==> src/rtl/rr_mux4_collector.sv <==
// ---------------------------------------------------------------------------
// rr_mux4_collector
//
// Purpose:
//   Gathering end of a 1-to-4 demux fabric. Four independent source channels,
//   each with a valid/ready handshake, merge into one registered output
//   stream. Channel selection is fair round-robin. The index of the channel
//   that supplied the held word is presented on out_sel, using the same 2-bit
//   selector encoding the demux side consumes. One output register gives
//   1-cycle latency at a sustained 1 word/cycle.
//
// Handshake semantics (both sides):
//   A word moves across an interface on a rising clk edge where valid and
//   ready are both high. A source must hold valid and data stable until the
//   word is accepted; this block does not check that. in_ready is
//   combinational, and at most one bit of it is high. out_valid never
//   depends on out_ready.
//
// Ports:
//   clk        in   1          system clock, rising edge
//   rst        in   1          synchronous reset, active-high, highest priority
//   in_valid   in   4          bit i: channel i presents a word
//   in_data    in   4*DATA_W   channel i word at [i*DATA_W +: DATA_W]
//   in_ready   out  4          bit i: channel i word accepted this cycle
//   out_valid  out  1          output register holds a word (FULL state)
//   out_data   out  DATA_W     held word
//   out_sel    out  2          source channel index of the held word
//   out_ready  in   1          downstream accepts the held word this cycle
//   out_parity out  1          only when RR_MUX_PARITY_EN is defined:
//                              XOR reduction of the held word
//
// Configuration macro:
//   RR_MUX_PARITY_EN  adds the registered out_parity output. When it is
//                     undefined the port and its logic are absent and all
//                     other behaviour is identical.
// ---------------------------------------------------------------------------
module rr_mux4_collector #(
    parameter int DATA_W = 8
) (
    input  logic                  clk,
    input  logic                  rst,
    input  logic [3:0]            in_valid,
    input  logic [4*DATA_W-1:0]   in_data,
    output logic [3:0]            in_ready,
    output logic                  out_valid,
    output logic [DATA_W-1:0]     out_data,
    output logic [1:0]            out_sel,
`ifdef RR_MUX_PARITY_EN
    output logic                  out_parity,
`endif
    input  logic                  out_ready
);

    // -----------------------------------------------------------------------
    // Output register state. out_valid is a direct decode of this state, so
    // the FSM is externally visible without an extra port.
    // -----------------------------------------------------------------------
    typedef enum logic {
        ST_EMPTY = 1'b0,
        ST_FULL  = 1'b1
    } state_e;

    state_e                state_q, state_d;
    logic [1:0]            ptr_q,   ptr_d;
    logic [DATA_W-1:0]     data_q,  data_d;
    logic [1:0]            sel_q,   sel_d;

    // Arbitration signals
    logic                  load_ok;
    logic                  any_valid;
    logic                  grant_found;
    logic [1:0]            grant_idx;
    logic [1:0]            cand;
    logic                  transfer;
    logic [DATA_W-1:0]     grant_word;

    // The register can take a new word when it is empty or when the word it
    // holds leaves on this same edge (drain and load together, no bubble).
    assign load_ok   = (state_q == ST_EMPTY) || out_ready;
    assign any_valid = |in_valid;

    // -----------------------------------------------------------------------
    // Round-robin search: ptr, ptr+1, ptr+2, ptr+3 (mod 4). The first channel
    // with in_valid set wins. The 2-bit wrap of cand gives the mod-4 order.
    // -----------------------------------------------------------------------
    always_comb begin
        grant_found = 1'b0;
        grant_idx   = 2'd0;
        cand        = ptr_q;
        for (int k = 0; k < 4; k++) begin
            cand = ptr_q + 2'(k);
            if (!grant_found && in_valid[cand]) begin
                grant_found = 1'b1;
                grant_idx   = cand;
            end
        end
    end

    // A grant becomes a transfer only when the register can load. Reset
    // suppresses acceptance so that no source believes its word was taken
    // while the register is being cleared.
    assign transfer   = !rst && load_ok && any_valid && grant_found;
    assign grant_word = in_data[grant_idx*DATA_W +: DATA_W];

    always_comb begin
        in_ready = 4'b0000;
        if (transfer) begin
            in_ready[grant_idx] = 1'b1;
        end
    end

    // -----------------------------------------------------------------------
    // Next-state logic for the output register and the round-robin pointer.
    // -----------------------------------------------------------------------
    always_comb begin
        state_d = state_q;
        ptr_d   = ptr_q;
        data_d  = data_q;
        sel_d   = sel_q;

        if (transfer) begin
            // New word loads; any held word leaves on the same edge.
            state_d = ST_FULL;
            data_d  = grant_word;
            sel_d   = grant_idx;
            ptr_d   = grant_idx + 2'd1;
        end else if ((state_q == ST_FULL) && out_ready) begin
            // Drain with nothing to replace it. data/sel keep their values.
            state_d = ST_EMPTY;
        end
        // Otherwise: idle when empty, or stalled when full; everything holds.
    end

    always_ff @(posedge clk) begin
        if (rst) begin
            state_q <= ST_EMPTY;
            ptr_q   <= 2'd0;
            data_q  <= '0;
            sel_q   <= 2'd0;
        end else begin
            state_q <= state_d;
            ptr_q   <= ptr_d;
            data_q  <= data_d;
            sel_q   <= sel_d;
        end
    end

    assign out_valid = (state_q == ST_FULL);
    assign out_data  = data_q;
    assign out_sel   = sel_q;

`ifdef RR_MUX_PARITY_EN
    // Parity travels with the word: it loads only on a transfer and therefore
    // holds together with out_data through stalls and drains.
    logic parity_q, parity_d;

    always_comb begin
        parity_d = parity_q;
        if (transfer) begin
            parity_d = ^grant_word;
        end
    end

    always_ff @(posedge clk) begin
        if (rst) begin
            parity_q <= 1'b0;
        end else begin
            parity_q <= parity_d;
        end
    end

    assign out_parity = parity_q;
`endif

endmodule

==> config.mk <==
export PLATFORM = sky130hd
export DESIGN_NAME = rr_mux4_collector
export DESIGN_NICKNAME = d
export VERILOG_FILES = /design/src/rtl/rr_mux4_collector.sv
export SDC_FILE = /design/constraint.sdc
export NUM_CORES = 1
export LEC_CHECK = 0
export CAP_MARGIN = 30
export CORE_ASPECT_RATIO = 0.7
export CORE_UTILIZATION = 39
export CTS_BUF_LIST = sky130_fd_sc_hd__clkbuf_4 sky130_fd_sc_hd__clkbuf_8
export CTS_CLUSTER_DIAMETER = 50
export DETAILED_ROUTE_END_ITERATION = 6
export PLACE_DENSITY_LB_ADDON = 0.15
export SYNTH_ARGS = -nofsm -noshare
export SYNTH_HDL_FRONTEND = slang
export SYNTH_SLANG_ARGS = --single-unit
==> constraint.sdc <==
create_clock -name clk -period 3.8 [get_ports clk]
set_clock_uncertainty 0.15 [all_clocks]
set_input_delay 1.14 -clock clk [delete_from_list [all_inputs] [get_ports clk]]
set_output_delay 1.14 -clock clk [all_outputs]
set_load 0.1 [all_outputs]
# Word level (Yosys, flattened, before mapping)
# Cells that the tools add are included.
[classes]
n_lt_le_gt_ge = 6
n_reduce_logical = 15
shifts = 1
add_sub_neg = 4
bitwise = 1
n_mux = 21
[ops]
columns = ["op", "n"]
rows = [
  ["variable part select 32 x 6 -> 8 bit", 1],
  ["less-than comparator 2 x 3 -> 1 bit (second input constant)", 5],
  ["two-way mux 1 bit", 11],
  ["binary-select mux 1 bit (select 2 bit)", 4],
  ["logical AND 1 bit", 8],
  ["two-way mux 2 bit", 4],
  ["adder 2 x 1 -> 2 bit (second input constant)", 2],
  ["adder 2 bit (second input constant)", 2],
  ["logical NOT 1 bit", 4],
  ["two-way mux 4 bit", 1],
  ["OR reduction 4 bit", 1],
  ["demux 1 bit (select 2 bit)", 1],
  [">= comparator 2 x 1 -> 1 bit (second input constant)", 1],
  ["nonzero test 2 bit", 1],
  ["logical OR 1 bit", 1],
  ["NOT 1 bit", 1],
]
[totals]
register_bits = 13
out_inout_bits = 15
word_cells = 52

# Logic depth before layout (Yosys ltp)
[logic_depth]
ltp_word = 17
mapped_depth = 6

# Worst setup path after synthesis
# Ideal clock, no wire load.
[synth_path]
kind = "input to output"
startpoint = "input in_valid[2]"
endpoint = "output in_ready[1]"
arrival_time_ns = 3.894
stages = 5
setup_slack_ns = -1.384
t_required_ns = 2.510
n_path_buf = 1
path_cell_list = "nor2b_4 nor3b_1 o22ai_2 buf_6 nor3_1"
[synth_via]
elab_chain_len = 17
[synth_rtl]
columns = ["item", "line_no", "text"]
rows = [
  ["start: declaration", "42", "input logic [3:0] in_valid,"],
  ["binary-select mux 1 bit (select 2 bit)", "92", "if (!grant_found && in_valid[cand]) begin"],
  ["two-way mux 1 bit (not written as such)", "92", ""],
  ["two-way mux 1 bit", "92", ""],
  ["logical NOT 1 bit", "92", ""],
  ["logical AND 1 bit", "92", ""],
  ["two-way mux 1 bit", "92", ""],
  ["logical NOT 1 bit", "92", ""],
  ["logical AND 1 bit", "92", ""],
  ["two-way mux 1 bit", "92", ""],
  ["logical NOT 1 bit", "92", ""],
  ["logical AND 1 bit", "92", ""],
  ["two-way mux 2 bit", "92", ""],
  ["less-than comparator 2 x 3 -> 1 bit (not written as such) / >= comparator 2 x 1 -> 1 bit (equally long branches)", "108", "in_ready[grant_idx] = 1'b1;"],
  ["logical AND 1 bit (not written as such)", "108", ""],
  ["two-way mux 1 bit (not written as such)", "108", ""],
  ["demux 1 bit (select 2 bit)", "108", ""],
  ["two-way mux 4 bit *", "107", "if (transfer) begin"],
  ["end: declaration", "44", "output logic [3:0] in_ready,"],
]
# Every way passes the cells marked *; elsewhere a longest branch is shown, timed or not. The select of a mux whose other input is x is not followed.

# Worst setup path after layout
[layout_path]
startpoint = "input in_valid[0]"
endpoint = "output in_ready[2]"
# Same word-level chain as after synthesis.

==> flow_summary.ini <==
[status]
status = finished clean

[finish]
nNetsFinal = 187
antenna_cells = 0
n_fill_cell = 124
stdcell_area_sq_mm = 0.00155
layout-drive-gt1-share_pct = 33.3
area_growth_pct = 93.1

[logic_synthesis]
synth_edf_count = 0
synthesis.nets = 120
synth_area_sq_um = 801
synth_common_cells = mux2i_1 (16), dfxtp_1 (13), nand3b_1 (8), o221ai_1 (8), nor2b_1 (5)
ys_warn_count = 0
ys_seq_area_share_pct = 32.5
synth_async_sr_flop_share_pct = 0
ys_seq_elements = 13
synth_top_cell_area_share_pct = 32.5
synth.avg_cell_area_sq_um = 9.89
ys.flop_type = dfxtp_1
syn-instance-count = 81
yosys-top-cells-area = dfxtp_1 (33%), mux2i_1 (20%), o221ai_1 (8.8%)
synth_top_area_cell = dfxtp_1
ys_types = 26
synth_most_common_cell = mux2i_1

[die]
start_util_pct = 42.4
die_w_um = 56.2
io_pins = 54
die_y_um = 39.9
core_sq_mm = 0.00189
dieArea_sq_mm = 0.00224
rows = 13

[clock_tree]
cts.clk_slew.worst_paths_ps = 90
cts.path.max_buffers = 2
cts_hold_buf = 0
worstSkewPairLatency_ps = 280
cts_tree = built
cts_buffers = 3
cts_sinks = 13
cts-root-buf = clkbuf_4
ctsHtreeMaxLevel = 1

[power_and_ir_drop]
power.share.clock_pct = 15.3
swShare_pct = 46.5
combPwrFrac_pct = 57.9
cellPowerDensity_mw_per_mm2 = 413
power_switching_mw = 0.297
p_int_mw = 0.342
p_leak_nw = 0.678
p_seq_share_pct = 26.8
peakVddDrop_uv = 419

[worst_setup_path]
cp_slowest_cell = dlygate4sd2_1
path_class = in2out
r2r_cells = 6
critPathRequiredTime_ps = 2510
worstSetupStartpointType = input port
worst_setup_path_end_kind = primary output
arrival_ps = 2500
cp_num_buf_inv = 2
rrSetupSlack_ps = 1750
worstPathCellList = dlygate4sd2_1, nor2b_1, nor2_1, o32a_1, and3_2, buf_12
r2r_end = out_data[6]
r2r_start = ptr_q[1]
cp_top_family = simple AND/OR/NAND/NOR gates
critPathMaxStageDelay_ps = 280
cp_max_fo = 4

[sta]
period_needed_ps = 3790
slew_headroom_pct = 66.6
grt_setup_unrepaired = yes
fin_ws_ps = 10.8
setup_viol = 0
worst_slew_pin_slew_ps = 496
finalHoldViolations = 0
final_max_slew_viol_count = 0
post-route-period-util_pct = 99.7
setup-tns-final_ps = 0
timing.fmax_mhz = 264
whs_ps = 322

[global_routing]
grt_usage_pct = 23.8
grt_pass1_wl_um = 3950
grt_pass1_vias = 851
grt_max_degree = 14
grt_antenna_before_repair = 0
overflow = 0

[hold_path]
whs_endpoint = out_sel[0]
worstHoldPathCells = 2
hold_start = out_sel[0]
hold_path_class = reg2reg

[place]
hpwl_um = 1980
io_buffers = 53
dpl_cell_area_sq_mm = 0.00147
place.gp.congestion = 0.777
pre_cts_ws_ps = -254

[detailed_routing]
first_iter_violations = 26
drcViolationCount = 0
drtAntennaViolNets = 0
wl_per_cell_um = 15.1
drt-pass1-iter-count = 4
wl_um = 2550
via_per_inst = 5.51
num_vias = 932

[flow_run]
maxCapViolCount = 0
-- routing by layer --
layer  up-vias  routed length [um]  global-route usage, %  part of all wire (%)
li1        447                   -                      -                     -
met1       444                1160                   30.4                    45
met2        35                1200                   41.4                    47
met3         6                 150                   5.28                   5.9
met4         0                  42                   7.32                   1.6
met5         -                   0                      0                     0
-- timing repair --
action / in CTS / in global routing
endpoints found under the setup margin: 4 / 3
pin swaps: 4 / 2
gates resized for setup: 11 / 4
setup buffers: 1 / 1
-- cell type report --
cell class                 instances  area, sq um  area share [%]
clock buffer                       4         30.0            1.94
timing repair buffer              66          641            41.4
tap                               22         27.5            1.78
multi-input combinational         64          588            38.0
sequential                        13          260            16.8
-- layout by cell type, fill, tap and decap left out --
master and n:
nand2_1 4, nor3b_2 1, mux2i_1 16, xnor2_1 1, nand3b_1 8, a21boi_2 1
nor2_1 4, a211oi_2 1, buf_12 5, or3_4 1, clkbuf_4 4, o32ai_4 1
nor3_4 3, nor4_2 1, o32a_1 1, nor2b_4 2, buf_4 23, dfxtp_1 13
clkbuf_2 2, nor2b_1 4, dlygate4sd2_1 2, o21ai_0 1, nor3_2 1, and3_2 1
clkdlybuf4s50_1 34, and3_4 1, o221ai_1 8, o22ai_2 1, a22o_1 1, a21oi_1 1
-- sequential cells by signal (all words and copies together), names as in the netlist --
name and count:
out_valid 1, out_data 8, out_sel 2, ptr_q 2
-- how the worst max path moves through the flow --
stage           startpoint  depth (start not counted)           to  slack, ps
6_report       in_valid[0]                          6  in_ready[2]         10
3_5_place_dp   in_valid[1]                          5  in_ready[3]       -250
3_3_place_gp   in_valid[1]                          5  in_ready[3]       -210
2_1_floorplan  in_valid[2]                          4  in_ready[1]        -70
5_1_grt        in_valid[0]                          6  in_ready[2]        -30
4_1_cts        in_valid[1]                          6  in_ready[2]          4
-- worst register-to-register path: stages (launching register included) --
cell,delay [ps]
dfxtp_1,490
a21boi_2,130
o32a_1,420
buf_4,160
buf_4,120
nand2_1,270
o221ai_1,180
-- power by group through the flow --
| stage | Combinational (mW) | Sequential (mW) | Clock, mW |
|---|---|---|---|
| 5_1_grt | 0.384 | 0.174 | 0.103 |
| 3_3_place_gp | 0.354 | 0.173 | 0 |
| 2_1_floorplan | 0.118 | 0.299 | 0 |
| 6_report | 0.370 | 0.171 | 0.0979 |
| 4_1_cts | 0.367 | 0.171 | 0.0978 |
| 3_5_place_dp | 0.360 | 0.173 | 0 |
-- per-stage QoR --
| stage | power (mW) | util [%] | instances |
|---|---|---|---|
| global route | 0.661 | 82.0 | 169 |
| detailed placement | 0.533 | 78.1 | 163 |
| floorplan | 0.418 | - | 81 |
| finish | 0.639 | 82.0 | 169 |
| CTS | 0.636 | 81.7 | 168 |
| global placement | 0.527 | 78.1 | 163 |
-- cell families (layout without fill, tap and decap cells) --
kind of cell	count (synthesis)	in the layout	share of synthesized area, %
mux	16	16	20.0
simple gates	31	31	24.1
buf+inv	4	70	3.91
xor+xnor	1	1	1.09
flops	13	13	32.5
compound gates	16	16	18.4
No activity file was read; power rests on OpenSTA's default activity.
